===== src/rtl/cp0_exception_sequencer.sv =====
// CP0 exception-entry / ERET sequencer: drains busy multi-cycle ops, pulses CP0, flushes, redirects PC.
// Optional exception-entry statistics counter enabled by defining CP0_EXC_STATS_EN.
module cp0_exception_sequencer #(
  parameter logic [31:0] EXC_VECTOR    = 32'h80000180,
  parameter int          DRAIN_TIMEOUT = 16
) (
  input  logic        clk,
  input  logic        reset,
  input  logic        pendingexception,
  input  logic        eret,
  input  logic        busy,
  input  logic [31:0] epc,
  output logic        stall,
  output logic        flush,
  output logic        activeexception,
  output logic        eret_commit,
  output logic        pc_redirect,
  output logic [31:0] redirect_target,
  output logic        drain_timeout,
  output logic [15:0] exc_count
);

  // state  | meaning
  // IDLE   | no sequence; stall follows pendingexception so the faulting PC holds
  // DRAIN  | exception pending, waiting for busy to clear (bounded by DRAIN_TIMEOUT)
  // COMMIT | activeexception pulse, CP0 latches EPC/Cause; instruction flushed
  // VECTOR | PC redirected to EXC_VECTOR
  // ERET   | eret_commit pulse, PC redirected to epc
  typedef enum logic [2:0] {
    S_IDLE   = 3'd0,
    S_DRAIN  = 3'd1,
    S_COMMIT = 3'd2,
    S_VECTOR = 3'd3,
    S_ERET   = 3'd4
  } state_t;

  localparam int            CW       = $clog2(DRAIN_TIMEOUT);
  localparam logic [CW-1:0] CNT_LAST = CW'(DRAIN_TIMEOUT - 1);

  state_t        state;
  logic [CW-1:0] drain_cnt;
  logic          stall_q, flush_q, act_q, eret_q, redir_q, vec_q;
  logic          drain_last;

  assign drain_last = (state == S_DRAIN) && busy && (drain_cnt == CNT_LAST);

  // Pulse outputs are registered from the state being entered, so each lasts exactly one state.
  always_ff @(posedge clk) begin
    if (!reset) begin
      state     <= S_IDLE;
      drain_cnt <= '0;
      stall_q   <= 1'b0;
      flush_q   <= 1'b0;
      act_q     <= 1'b0;
      eret_q    <= 1'b0;
      redir_q   <= 1'b0;
      vec_q     <= 1'b0;
    end else begin
      stall_q <= 1'b0;
      flush_q <= 1'b0;
      act_q   <= 1'b0;
      eret_q  <= 1'b0;
      redir_q <= 1'b0;
      vec_q   <= 1'b0;
      case (state)
        S_IDLE: begin
          if (pendingexception) begin
            drain_cnt <= '0;
            stall_q   <= 1'b1;
            if (busy) begin
              state <= S_DRAIN;
            end else begin
              state   <= S_COMMIT;
              act_q   <= 1'b1;
              flush_q <= 1'b1;
            end
          end else if (eret) begin
            state   <= S_ERET;
            eret_q  <= 1'b1;
            redir_q <= 1'b1;
            flush_q <= 1'b1;
          end
        end
        S_DRAIN: begin
          drain_cnt <= drain_cnt + 1'b1;
          stall_q   <= 1'b1;
          if (!busy || drain_cnt == CNT_LAST) begin
            state   <= S_COMMIT;
            act_q   <= 1'b1;
            flush_q <= 1'b1;
          end
        end
        S_COMMIT: begin
          state   <= S_VECTOR;
          redir_q <= 1'b1;
          flush_q <= 1'b1;
          vec_q   <= 1'b1;
        end
        default: state <= S_IDLE;
      endcase
    end
  end

  assign stall           = stall_q | ((state == S_IDLE) && pendingexception);
  assign flush           = flush_q;
  assign activeexception = act_q;
  assign eret_commit     = eret_q;
  assign pc_redirect     = redir_q;
  assign drain_timeout   = drain_last;
  // epc is passed through live so the ERET target is the value present in the ERET cycle.
  assign redirect_target = vec_q ? EXC_VECTOR : (eret_q ? epc : 32'h0000_0000);

`ifdef CP0_EXC_STATS_EN
  logic [15:0] exc_cnt_q;
  always_ff @(posedge clk) begin
    if (!reset)
      exc_cnt_q <= 16'h0000;
    else if (state == S_COMMIT && exc_cnt_q != 16'hFFFF)
      exc_cnt_q <= exc_cnt_q + 16'h0001;
  end
  assign exc_count = exc_cnt_q;
`else
  assign exc_count = 16'h0000;
`endif

endmodule


===== config.mk =====
export PLATFORM = sky130hd
export DESIGN_NAME = cp0_exception_sequencer
export DESIGN_NICKNAME = d
export VERILOG_FILES = /design/src/rtl/cp0_exception_sequencer.sv
export SDC_FILE = /design/constraint.sdc
export NUM_CORES = 1
export LEC_CHECK = 0
export ABC_AREA = 1
export ABC_CLOCK_PERIOD_IN_PS = 2900
export BUFFER_PORTS_ARGS = -buffer_cell sky130_fd_sc_hd__buf_2
export CAP_MARGIN = 20
export CELL_PAD_IN_SITES_DETAIL_PLACEMENT = 1
export CELL_PAD_IN_SITES_GLOBAL_PLACEMENT = 1
export CORE_MARGIN = 2
export CORE_UTILIZATION = 24
export DETAILED_ROUTE_END_ITERATION = 10
export PLACE_DENSITY_LB_ADDON = 0.15
export SLEW_MARGIN = 10
export SYNTH_ARGS = -nofsm -noshare
export SYNTH_HDL_FRONTEND = slang
export SYNTH_SLANG_ARGS = --single-unit

===== constraint.sdc =====
create_clock -name clk -period 2.9 [get_ports clk]
set_clock_uncertainty 0.05 [all_clocks]
set_input_delay 0 -clock clk [delete_from_list [all_inputs] [get_ports clk]]
set_output_delay 0 -clock clk [all_outputs]
set_load 0.005 [all_outputs]

==> results.ini <==
[layout]
final_core_util_pct = 34.9
design_area_um2 = 1390
nets = 274
stdcell_count = 285
multiInputGateArea_um2 = 588
diodes = 0
n_fill_cell = 573
drive_gt1_share_pct = 39.6
area_growth_pct = 41.6
regArea_um2 = 260

[cts]
ctsHoldBuffers = 2
clk_path_buf_depth = 2
cts_sinks = 13
postCtsSetupBuffers = 0
cts_tree = built
ctsHtreeMaxLevel = 1
clk_latency_ns = 0.25
clk_pin_slew_ns = 0.06
cts_buffers = 3
root_buffer = clkbuf_8
cts_resized = 0

[run_status]
status = finished clean

[synthesis]
synth_edf_count = 0
syn_inst = 162
seq_area_frac_synth_pct = 26.6
ys_async_sr_fraction_pct = 0
yosysMostFrequentCell = nand2_1
netlist_area_um2 = 978
synth_top_area_share_pct = 26.6
yosysTopAreaCell = dfxtp_1
ys_top_cells_by_area = dfxtp_1, nand2_1, nor2_1
syn_area_per_cell_um2 = 6.04
yosys.cell_types.count = 22
ys_warn_count = 0
ys_ff_latch = 13
ys_top_cells_by_count = nand2_1, nor2_1, buf_4, dfxtp_1, nand3_1
synth_ff_type = dfxtp_1

[setup_path]
required_ns = 2.85
cp-end-kind = primary output
crit_slowest_cell = dfxtp_1
critPathArrivalTime_ns = 1.60
r2r_end = state[1]
slowest_delay_ns = 0.92
startpoint_type = flop
r2r_setup_slack_ns = 1.66
reg2reg_depth = 7
worstPathCellList = inv_1 > nand2_1 > buf_2
critical_path_class = flop to primary output
regToRegStartpoint = drain_cnt[0]
cp_max_fo = 30

[place]
dpl_cell_area_um2 = 1320
port_buffers = 74
routabilityCongestion = 0.724
place_ws_ns = 1.45
dp_hpwl_mm = 2.37
dp.cells = 279

[route]
topRoutingLayerUsed = met4
wl_met2_mm = 1.39
met1_length_mm = 1.18
antenna_left = 0
num_vias = 1187
viasPerCell = 4.16
drc = 0
wl_per_cell_um = 10.4
wl_mm = 2.98
dr_wl_met3_um = 354
dr.first_iter.drc_count = 35
drt_first_pass_iters = 3

[die]
io_pins = 91
start_util_pct = 24.6
die_y_um = 67.9
die_x_um = 67.9
core_um2 = 3970
fp-row-count = 23
dieArea_um2 = 4600

[sta]
relSlewSlack_pct = 35.7
worst_slack_ns = 1.25
finalCritPeriodShare_pct = 56.7
maxSlewViolCount = 0
worst_pin_slew_ns = 0.964
finalSetupViolCount = 0
rsz0062_at_grt = false
max_freq_mhz = 608
tns_ns = 0
min_period_ns = 1.65
hold_slack_ns = 0.0208
hold_viol = 0

[power_and_ir_drop]
powerDensity_nw_per_um2 = 396
ir_drop_mv = 0.238
p_total_mw = 0.548
p_leak_nw = 0.830

[grt]
grt_pass1_vias = 1011
grt_pass1_wl_mm = 4.34
grt_overflow_total = 0
antenna_found_initial = 0
grt_usage_pct = 12.5
grt_start_max_net_pins = 34

[hold_path]
hold_path_class = input pin to flop
min_to = state[2]
min-delay-start = eret
hold_depth = 3

[flow_run]
cap_violations = 0

worst max path at each step:
stage	startpoint	end	slack, ns	depth (start not counted)
floorplan	drain_cnt[0]	state[1]	1.83	7
global placement	eret_commit	redirect_target[18]	1.45	3
detailed placement	vec_q	redirect_target[8]	1.45	3
CTS	vec_q	redirect_target[8]	1.18	3
global route	eret_commit	redirect_target[25]	1.04	3
finish	vec_q	redirect_target[8]	1.25	3
sequential cells by signal, indices dropped and copies added (netlist names):
name / cells
activeexception: 1
drain_cnt: 4
eret_commit: 1
flush: 1
pc_redirect: 1
stall_q: 1
state: 3
vec_q: 1
per-layer routing:
metal	vias to the layer above	track usage (%)
li1	611	-
met1	517	13.8
met2	54	22.8
met3	5	2.47
met4	0	6.00
met5	-	0
report_power, final:
group / leakage (nW) / internal (mW) / total [mW] / switching (mW)
logic: 0.701 / 0.0700 / 0.159 / 0.0893
clock network: 0.0228 / 0.0972 / 0.166 / 0.0690
registers: 0.106 / 0.196 / 0.223 / 0.0271
total: 0.830 / 0.363 / 0.548 / 0.185
cell families after synthesis:
kind of cell	after synthesis	synth area share, %
AO/OA/AOI/OAI	10	5.11
AND/OR/NAND/NOR	106	47.6
adder cells (fa/ha/maj)	1	1.28
flip-flops	13	26.6
other	1	0.383
buffers and inverters	31	19.1
final cells by class:
type / instances / share of cell area, %
clock buffers: 4 / 3.25
flip-flops and latches: 13 / 18.8
repair buffers: 76 / 28.2
inverters: 9 / 2.80
multi-input cells: 133 / 42.5
well taps: 50 / 4.52
layout by cell type (no fill, tap or decap), types with 3 or more instances in the layout:
cell type	count
a21oi_1	6
dfxtp_1	13
conb_1	16
inv_2	3
nand2_1	47
clkbuf_8	3
nor2_1	37
nor2_2	4
o21ai_1	3
nand3_2	3
inv_1	5
nand2_2	3
buf_2	74
nand3_1	7
critical path: cells and delay by family (launching register included):
kind	cells	cell delay, ns
flops	1	0.92
buf+inv	2	0.31
simple gates	1	0.13
(Power assumes the default switching activity.)
